File: src/rtl/usb_tx_line_encoder.sv
// rtl/usb_tx_line_encoder.sv - USB transmit back end: bit stuffing, NRZI encoding, DP/DM drive and EOP
module usb_tx_line_encoder #(
  parameter int STUFF_LIMIT    = 6,
  parameter int EOP_SE0_CYCLES = 2
) (
  input  logic clock,
  input  logic reset_n,
  input  logic crc_sending,
  input  logic in_bit,
  output logic stuff_pause,
  output logic DP_out,
  output logic DM_out,
  output logic tx_active,
  output logic tx_done
);

  localparam int OW = $clog2(STUFF_LIMIT + 1);
  localparam int EW = (EOP_SE0_CYCLES > 1) ? $clog2(EOP_SE0_CYCLES) : 1;
  localparam logic [OW-1:0] ONES_MAX = OW'(STUFF_LIMIT);
  localparam logic [EW-1:0] EOP_LAST = EW'(EOP_SE0_CYCLES - 1);

  typedef enum logic [1:0] {IDLE, SEND, EOP_SE0, EOP_J} state_e;

  state_e          state_q, state_d;
  logic            level_q, level_d;
  logic [OW-1:0]   ones_q, ones_d;
  logic [EW-1:0]   eop_q, eop_d;
  logic            dp_q, dp_d;
  logic            dm_q, dm_d;
  logic            active_q, active_d;
  logic            done_q, done_d;
  logic            enc_level;

  // NRZI: a 0 toggles the line level, a 1 holds it
  assign enc_level   = in_bit ? level_q : ~level_q;
  assign stuff_pause = (state_q == SEND) && (ones_q == ONES_MAX);

  always_ff @(posedge clock or negedge reset_n) begin
    if (!reset_n) begin
      state_q  <= IDLE;
      level_q  <= 1'b1;
      ones_q   <= '0;
      eop_q    <= '0;
      dp_q     <= 1'b1;
      dm_q     <= 1'b0;
      active_q <= 1'b0;
      done_q   <= 1'b0;
    end else begin
      state_q  <= state_d;
      level_q  <= level_d;
      ones_q   <= ones_d;
      eop_q    <= eop_d;
      dp_q     <= dp_d;
      dm_q     <= dm_d;
      active_q <= active_d;
      done_q   <= done_d;
    end
  end

  always_comb begin
    state_d  = state_q;
    level_d  = level_q;
    ones_d   = ones_q;
    eop_d    = eop_q;
    dp_d     = dp_q;
    dm_d     = dm_q;
    active_d = active_q;
    done_d   = 1'b0;
    case (state_q)
      IDLE: begin
        level_d  = 1'b1;
        dp_d     = 1'b1;
        dm_d     = 1'b0;
        active_d = 1'b0;
        if (crc_sending) begin
          level_d  = enc_level;
          ones_d   = in_bit ? OW'(1) : '0;
          dp_d     = enc_level;
          dm_d     = ~enc_level;
          active_d = 1'b1;
          state_d  = SEND;
        end
      end
      SEND: begin
        active_d = 1'b1;
        // A pending stuff bit wins over end of packet so it is never lost
        if (stuff_pause) begin
          level_d = ~level_q;
          ones_d  = '0;
          dp_d    = ~level_q;
          dm_d    = level_q;
        end else if (crc_sending) begin
          level_d = enc_level;
          ones_d  = in_bit ? ones_q + OW'(1) : '0;
          dp_d    = enc_level;
          dm_d    = ~enc_level;
        end else begin
          eop_d   = '0;
          dp_d    = 1'b0;
          dm_d    = 1'b0;
          state_d = EOP_SE0;
        end
      end
      EOP_SE0: begin
        if (eop_q == EOP_LAST) begin
          level_d = 1'b1;
          ones_d  = '0;
          dp_d    = 1'b1;
          dm_d    = 1'b0;
          done_d  = 1'b1;
          state_d = EOP_J;
        end else begin
          eop_d = eop_q + EW'(1);
        end
      end
      EOP_J: begin
        active_d = 1'b0;
        dp_d     = 1'b1;
        dm_d     = 1'b0;
        state_d  = IDLE;
      end
      default: state_d = IDLE;
    endcase
  end

  assign DP_out    = dp_q;
  assign DM_out    = dm_q;
  assign tx_active = active_q;
  assign tx_done   = done_q;

endmodule
File: config.mk
export PLATFORM = sky130hd
export DESIGN_NAME = usb_tx_line_encoder
export DESIGN_NICKNAME = d
export VERILOG_FILES = /design/src/rtl/usb_tx_line_encoder.sv
export SDC_FILE = /design/constraint.sdc
export NUM_CORES = 1
export LEC_CHECK = 0
export CELL_PAD_IN_SITES_DETAIL_PLACEMENT = 0
export CELL_PAD_IN_SITES_GLOBAL_PLACEMENT = 1
export CORE_MARGIN = 2
export CORE_UTILIZATION = 44
export DETAILED_ROUTE_END_ITERATION = 10
export GPL_ROUTABILITY_DRIVEN = 0
export PLACE_DENSITY = 0.85
export SLEW_MARGIN = 0
export SYNTH_ARGS = -nofsm -noshare
export SYNTH_HDL_FRONTEND = slang
export SYNTH_SLANG_ARGS = --single-unit
File: constraint.sdc
create_clock -name clock -period 3.54 [get_ports clock]
set_input_delay 0.531 -clock clock [delete_from_list [all_inputs] [get_ports clock]]
set_output_delay 0.531 -clock clock [all_outputs]
set_load 0.03 [all_outputs]
==> run summary, run 1 <==
• largest voltage drop on the vdd net: 412 uV
• Top FF cell, synth: dfrtp_1
• register area: 278 um^2
• class of the most critical hold timing path: reg -> reg
• clk slew on worst S/H paths: 0.07 ns
• Cell Area, Placed: 842 um^2
• number of antenna violations at the first check in global routing: 0
• setup bufs post-CTS: 0
• die area: 2070 um^2
• total number of placement rows: 14
• initial standard-cell utilization of the core: 48.6%
• met2 wire length: 728 um
• areal power density over the cells: 880 nW/um^2
• sequential-to-total area share from yosys stat: 36.7%
• setup repair after global routing missed its margin: no
• final instance area: 868 um^2
• number of violations of the max-capacitance limit: 0
• number of clock sinks seen by CTS: 11
• routed wire length: 1570 um
• data arrival time of the worst path: 1.95 ns
• post-layout instance count excluding filler cells: 108
• CTS root buffer: clkbuf_4
• post-detailed-route count of antenna-violating nets: 0
• final worst path period need: 2.48 ns
• biggest area consumer among synthesized cells: dfrtp_1
• warning count from the yosys run: 0
• final-report hold violation count: 0
• leakage power total: 0.378 nW
• uppermost routed layer: met4
• H-tree depth: 1
• run status: finished, final reports clean
• grt total ovfl: 0
• final HPWL from detailed placement: 1210 um
• layout cell share with drive strength beyond 1: 9.78%
• Highest Clock Rate: 403 MHz
• post-synthesis sequential element count: 11
• Crit Path Max Fanout: 7
• count of filler cells inserted in the layout: 146
• I/O pins: 9
• Die Width: 45.5 um
• Relative slew margins: 65.5%
• Finish-stage setup viols: 0
• post-synthesis area per instance: 9.23 um^2
• Synth Net Count: 94
• post-synthesis instance area: 757 um^2
• clock tree from TritonCTS: built
• number of global-route vias before repair: 635
• number of hold buffers added after cts: 0
• vias post-DR: 632
• actual slew at the worst max-slew pin: 0.515 ns
• WL met1: 749 um
• antenna diode instance count: 0
• standard cell core area: 1560 um^2
• Global Route Usage Sum: 19.3%
• Slew Limit Fails: 0
• CTS Buf Count: 3
• final-layout setup total negative slack: 0 ns
• wire length of the first global-routing pass: 2790 um
• share of flip-flops with an asynchronous set or reset: 100%
• type of the setup path with the least slack: reg -> out
• net count of the finished layout: 105
• number of library cell types mapped by synthesis: 33
• number of instances resized during post-cts repair: 0
• Synth top cells by count: dfrtp_1, nand2_1, ha_1, inv_1
• part of the cycle the worst path needs: 70.1%
• initial detailed-routing violation count: 13
• number of synthesized flops with an enable pin: 0
• worst-case clock buffer depth: 2
• synthesized netlist cell count: 82
• cell total after placement: 104
• capturing element type of the critical path: primary output
• routed length per placed instance: 14.5 um
• Worst Skew: 0.00523 ns
• top post-synthesis cells by area: dfrtp_1, ha_1, dfstp_2
• startpoint kind of the worst setup timing path: register
• synth-to-layout area growth: 14.7%
• routed wire length on met3: 68 um
• # port buffers: 8
• drt via density: 5.85
• post-route core utilization: 55.7%
• die height: 45.5 um
• largest net degree at the start of global routing: 12
• area occupied by multi-input gates: 438 um^2
• area share of the largest cell type after synthesis: 29.8%
• count of TritonRoute iterations in the first routing pass: 4
• latest clock arrival within the worst-skew pair: 0.27 ns
• data required time at the worst endpoint: 3.01 ns
• Remaining DRCs: 0
[path summary, 6_finish.rpt]
path,from,end,slack (ns),cells after the start
worst max-delay path,state_q[1]$_DFFE_PN0P_,stuff_pause,1.06,5
worst min-delay path,ones_q[1]$_DFFE_PN0P_,ones_q[1]$_DFFE_PN0P_,0.51,2
worst max register to register,state_q[0]$_DFFE_PN0P_,state_q[1]$_DFFE_PN0P_,1.76,6
worst min register to register,ones_q[1]$_DFFE_PN0P_,ones_q[1]$_DFFE_PN0P_,0.51,2
max in group asynchronous,reset_n,level_q$_DFFE_PN1P_,2.58,1
min in group asynchronous,reset_n,state_q[0]$_DFFE_PN0P_,0.59,1
[worst max-delay path, stage by stage (launching register included)]
cell	delay [ns]
dfrtp_1	0.45
inv_1	0.11
ha_1	0.23
inv_1	0.11
nor2_1	0.11
clkdlybuf4s50_1	0.67
[cells by family after synthesis]
| family | Yosys count | share of synthesized area [%] |
|---|---|---|
| XOR/XNOR | 2 | 2.31 |
| AND/OR/NAND/NOR | 27 | 17.5 |
| adder cells (fa/ha/maj) | 8 | 13.2 |
| AO/OA/AOI/OAI | 24 | 23.3 |
| buffers and inverters | 9 | 5.45 |
| flip-flops | 11 | 36.7 |
| multiplexers | 1 | 1.49 |
[through the flow]
| step | total power, W | hold slack, ns | worst slack [ns] |
|---|---|---|---|
| 6_report | 0.000764 | 0.511 | 1.06 |
| 5_1_grt | 0.000834 | 0.564 | 0.971 |
| 4_1_cts | 0.000770 | 0.518 | 1.07 |
| 3_5_place_dp | 0.000680 | 0.503 | 1.36 |
| 3_3_place_gp | 0.000666 | 0.469 | 1.40 |
| 2_1_floorplan | 0.000565 | 0.235 | 1.80 |
[flip-flops by register name, indices dropped and copies added, names as in the netlist]
| signal | flops |
|---|---|
| state_q | 2 |
| ones_q | 3 |
| tx_done | 1 |
| eop_q | 1 |
| DP_out | 1 |
| tx_active | 1 |
| level_q | 1 |
| DM_out | 1 |
[layer usage]
metal | vias up | GRT usage (%)
met5 | - | 0
met3 | 4 | 3.57
met2 | 17 | 32.7
li1 | 316 | -
met4 | 0 | 8.82
met1 | 295 | 23.6
[area by class of cell]
| cell class | count | share of cell area, % |
|---|---|---|
| multi-input combinational | 62 | 50.4 |
| sequential | 11 | 32.0 |
| timing repair buffer | 8 | 9.22 |
| clock buffer | 4 | 3.03 |
| inverter | 7 | 3.03 |
| tap | 16 | 2.31 |
[report_power, final]
group	switching (W)	internal [W]
sequential	0.0000580	0.000189
combinational	0.000240	0.000189
clock	0.0000447	0.0000437
total	0.000342	0.000422
[placed cells by master (no fill, tap or decap), types with 3 or more instances in the layout]
cell,netlist,final
clkdlybuf4s50_1,0,8
o21ai_0,6,6
inv_1,7,7
nand2_1,9,9
clkbuf_4,0,3
dfrtp_1,9,9
a21oi_1,3,3
ha_1,8,8
nor2_1,6,6
(Power assumes the default switching activity.)
==> inputs of run 2 (changes only) <==
--- a/config.mk
+++ b/config.mk
@@ -8,10 +8,10 @@
 export CELL_PAD_IN_SITES_DETAIL_PLACEMENT = 0
 export CELL_PAD_IN_SITES_GLOBAL_PLACEMENT = 1
 export CORE_MARGIN = 2
-export CORE_UTILIZATION = 44
+export CORE_UTILIZATION = 40
 export DETAILED_ROUTE_END_ITERATION = 10
 export GPL_ROUTABILITY_DRIVEN = 0
-export PLACE_DENSITY = 0.85
+export PLACE_DENSITY = 0.79
 export SLEW_MARGIN = 0
 export SYNTH_ARGS = -nofsm -noshare
 export SYNTH_HDL_FRONTEND = slang
==> constraint.sdc (replaced) <==
create_clock -name clock -period 2.47 [get_ports clock]
set_input_delay 0.3705 -clock clock [delete_from_list [all_inputs] [get_ports clock]]
set_output_delay 0.3705 -clock clock [all_outputs]
set_load 0.03 [all_outputs]
==> run summary, run 2 (synthesis results as in run 1) <==
• run status: finished, final reports clean, unchanged
• number of clock sinks seen by CTS: 11, unchanged
• startpoint kind of the worst setup timing path: register, unchanged
• antenna diode instance count: 0, unchanged
• beginning of the worst register-to-register path: state_q[0]$_DFFE_PN0P_, unchanged
• final worst path period need: 1.91 ns
• R2R Setup Slk: 0.72 ns, was 1.76 ns
• standard cell core area: 1750 um^2, was 1560 um^2
• wire length of the first global-routing pass: 2580 um, was 2790 um
• Global Route Usage Sum: 17.2%, was 19.3%
• vias post-DR: 614, was 632
• I/O pins: 9, unchanged
• CTS root buffer: clkbuf_4, unchanged
• Highest Clock Rate: 523 MHz
• routed length per placed instance: 12.6 um, was 14.5 um
• number of global-route vias before repair: 591, was 635
• largest voltage drop on the vdd net: 486 uV, was 412 uV
• largest net degree at the start of global routing: 12, unchanged
• latest clock arrival within the worst-skew pair: 0.28 ns, was 0.27 ns
• setup bufs post-CTS: 0, unchanged
• clk slew on worst S/H paths: 0.08 ns, was 0.07 ns
• layout cell share with drive strength beyond 1: 9.78%, unchanged
• total number of placement rows: 15, was 14
• number of hold buffers added after cts: 0, unchanged
• count of filler cells inserted in the layout: 172, was 146
• capturing element type of the critical path: primary output, unchanged
• die area: 2260 um^2, was 2070 um^2
• cell depth of the worst flop-to-flop path: 6, unchanged
• type of the setup path with the least slack: reg -> out, unchanged
• part of the cycle the worst path needs: 77.4%
• H-tree depth: 1, unchanged
• routed wire length: 1480 um, was 1570 um
• synth-to-layout area growth: 16.5%, was 14.7%
• slowest stage delay, CP: 0.45 ns, was 0.67 ns
• clock tree from TritonCTS: built, unchanged
• drt via density: 5.25, was 5.85
• post-route core utilization: 50.5%, was 55.7%
• number of instances resized during post-cts repair: 0, unchanged
• cells along the critical path: inv_1 -> ha_1 -> inv_1 -> nor2_1 -> dlymetal6s2s_1, was inv_1 -> ha_1 -> inv_1 -> nor2_1 -> clkdlybuf4s50_1
• # port buffers: 8, unchanged
• cell with the largest stage delay on the worst path: dfrtp_1, was clkdlybuf4s50_1
• total power of the final layout: 0.00108 W, was 0.000764 W
• actual slew at the worst max-slew pin: 0.542 ns, was 0.515 ns
• final HPWL from detailed placement: 1130 um, was 1210 um
• Slew Limit Fails: 0, unchanged
• data arrival time of the worst path: 1.54 ns, was 1.95 ns
• highest-count cells in the layout ignoring fill and taps: dfrtp_1, nand2_1, ha_1, was dfrtp_1, nand2_1, ha_1, clkdlybuf4s50_1, inv_1
• count of TritonRoute iterations in the first routing pass: 4, unchanged
• worst reg2reg endpoint: state_q[1]$_DFFE_PN0P_, unchanged
• class of the most critical hold timing path: in -> async, was reg -> reg
• Remaining DRCs: 0, unchanged
• final-layout setup total negative slack: 0 ns, unchanged
• net count of the finished layout: 105, unchanged
• number of violations of the max-capacitance limit: 0, unchanged
• register name with the most flops: ones_q, unchanged
• Worst Skew: 0.00632 ns, was 0.00523 ns
• areal power density over the cells: 1230 nW/um^2, was 880 nW/um^2
• Crit Path Max Fanout: 7, unchanged
• data required time at the worst endpoint: 2.10 ns, was 3.01 ns
• initial standard-cell utilization of the core: 43.4%, was 48.6%
• number of antenna violations at the first check in global routing: 0, unchanged
• registers with the most flip-flops: ones_q x3, state_q x2, unchanged
• CTS Buf Count: 3, unchanged
• Finish-stage setup viols: 0, unchanged
• leakage power total: 0.397 nW, was 0.378 nW
• Die Width: 47.5 um, was 45.5 um
• die height: 47.5 um, was 45.5 um
• grt total ovfl: 0, unchanged
• worst-case clock buffer depth: 2, unchanged
• flip-flop count of the largest register after layout: 3, unchanged
• Relative slew margins: 63.8%, was 65.5%
• setup repair after global routing missed its margin: no, unchanged
• final-report hold violation count: 0, unchanged
• post-detailed-route count of antenna-violating nets: 0, unchanged
• initial detailed-routing violation count: 11, was 13
• most numerous cell on the critical path: inv_1, unchanged
## run 2: how the worst max path moves through the flow
| stage | depth (start not counted) | start | slack [ns] | to |
|---|---|---|---|---|
| after floorplan | 4 | state_q[1]$_DFFE_PN0P_ | 0.89 | stuff_pause |
| after global placement | 5 | state_q[1]$_DFFE_PN0P_ | 0.49 | stuff_pause |
| after detailed placement | 5 | state_q[1]$_DFFE_PN0P_ | 0.45 | stuff_pause |
| after CTS | 5 | state_q[1]$_DFFE_PN0P_ | 0.13 | stuff_pause |
| after global routing | 5 | state_q[1]$_DFFE_PN0P_ | 0.39 | stuff_pause |
| final | 5 | state_q[1]$_DFFE_PN0P_ | 0.56 | stuff_pause |
## run 2: cell type report
type / instances / area [um^2] / share of cell area, %
multi-input cells: 62 / 438 / 49.6
flip-flops and latches: 11 / 278 / 31.5
repair buffers: 8 / 82.6 / 9.36
well taps: 25 / 31.3 / 3.55
clock buffers: 4 / 26.3 / 2.98
inverters: 7 / 26.3 / 2.98
## run 2: stage by stage
stage                     cells  hold slack [ns]  worst slack, ns  area [um^2]
after floorplan              82           0.0749            0.890          757
after global placement      113            0.467            0.489          853
after detailed placement    113            0.470            0.446          853
after CTS                   117            0.441            0.131          880
after global routing        117            0.474            0.387          882
final                       117            0.442            0.559          882
## run 2: worst max-delay path: cells and delay by family, from the launching register on
kind | cells | cell delay (ns)
DFF | 1 | 0.45
buffers and inverters | 3 | 0.50
adders and majority gates | 1 | 0.22
and+or+nand+nor | 1 | 0.11
## run 2: routing by layer
metal  vias to the layer above  wire, um  track usage (%)
met5                         -         0                0
met4                         0        18             13.3
met3                         2        34             3.40
met2                         9       703             25.4
met1                       290       721             21.8
li1                        313         -                -
## run 2: where the power goes
part	total, W	switching [W]	internal, W	leakage (nW)
Sequential	0.000346	0.0000761	0.000270	0.134
Combinational	0.000607	0.000337	0.000271	0.248
Clock	0.000130	0.0000671	0.0000626	0.0150
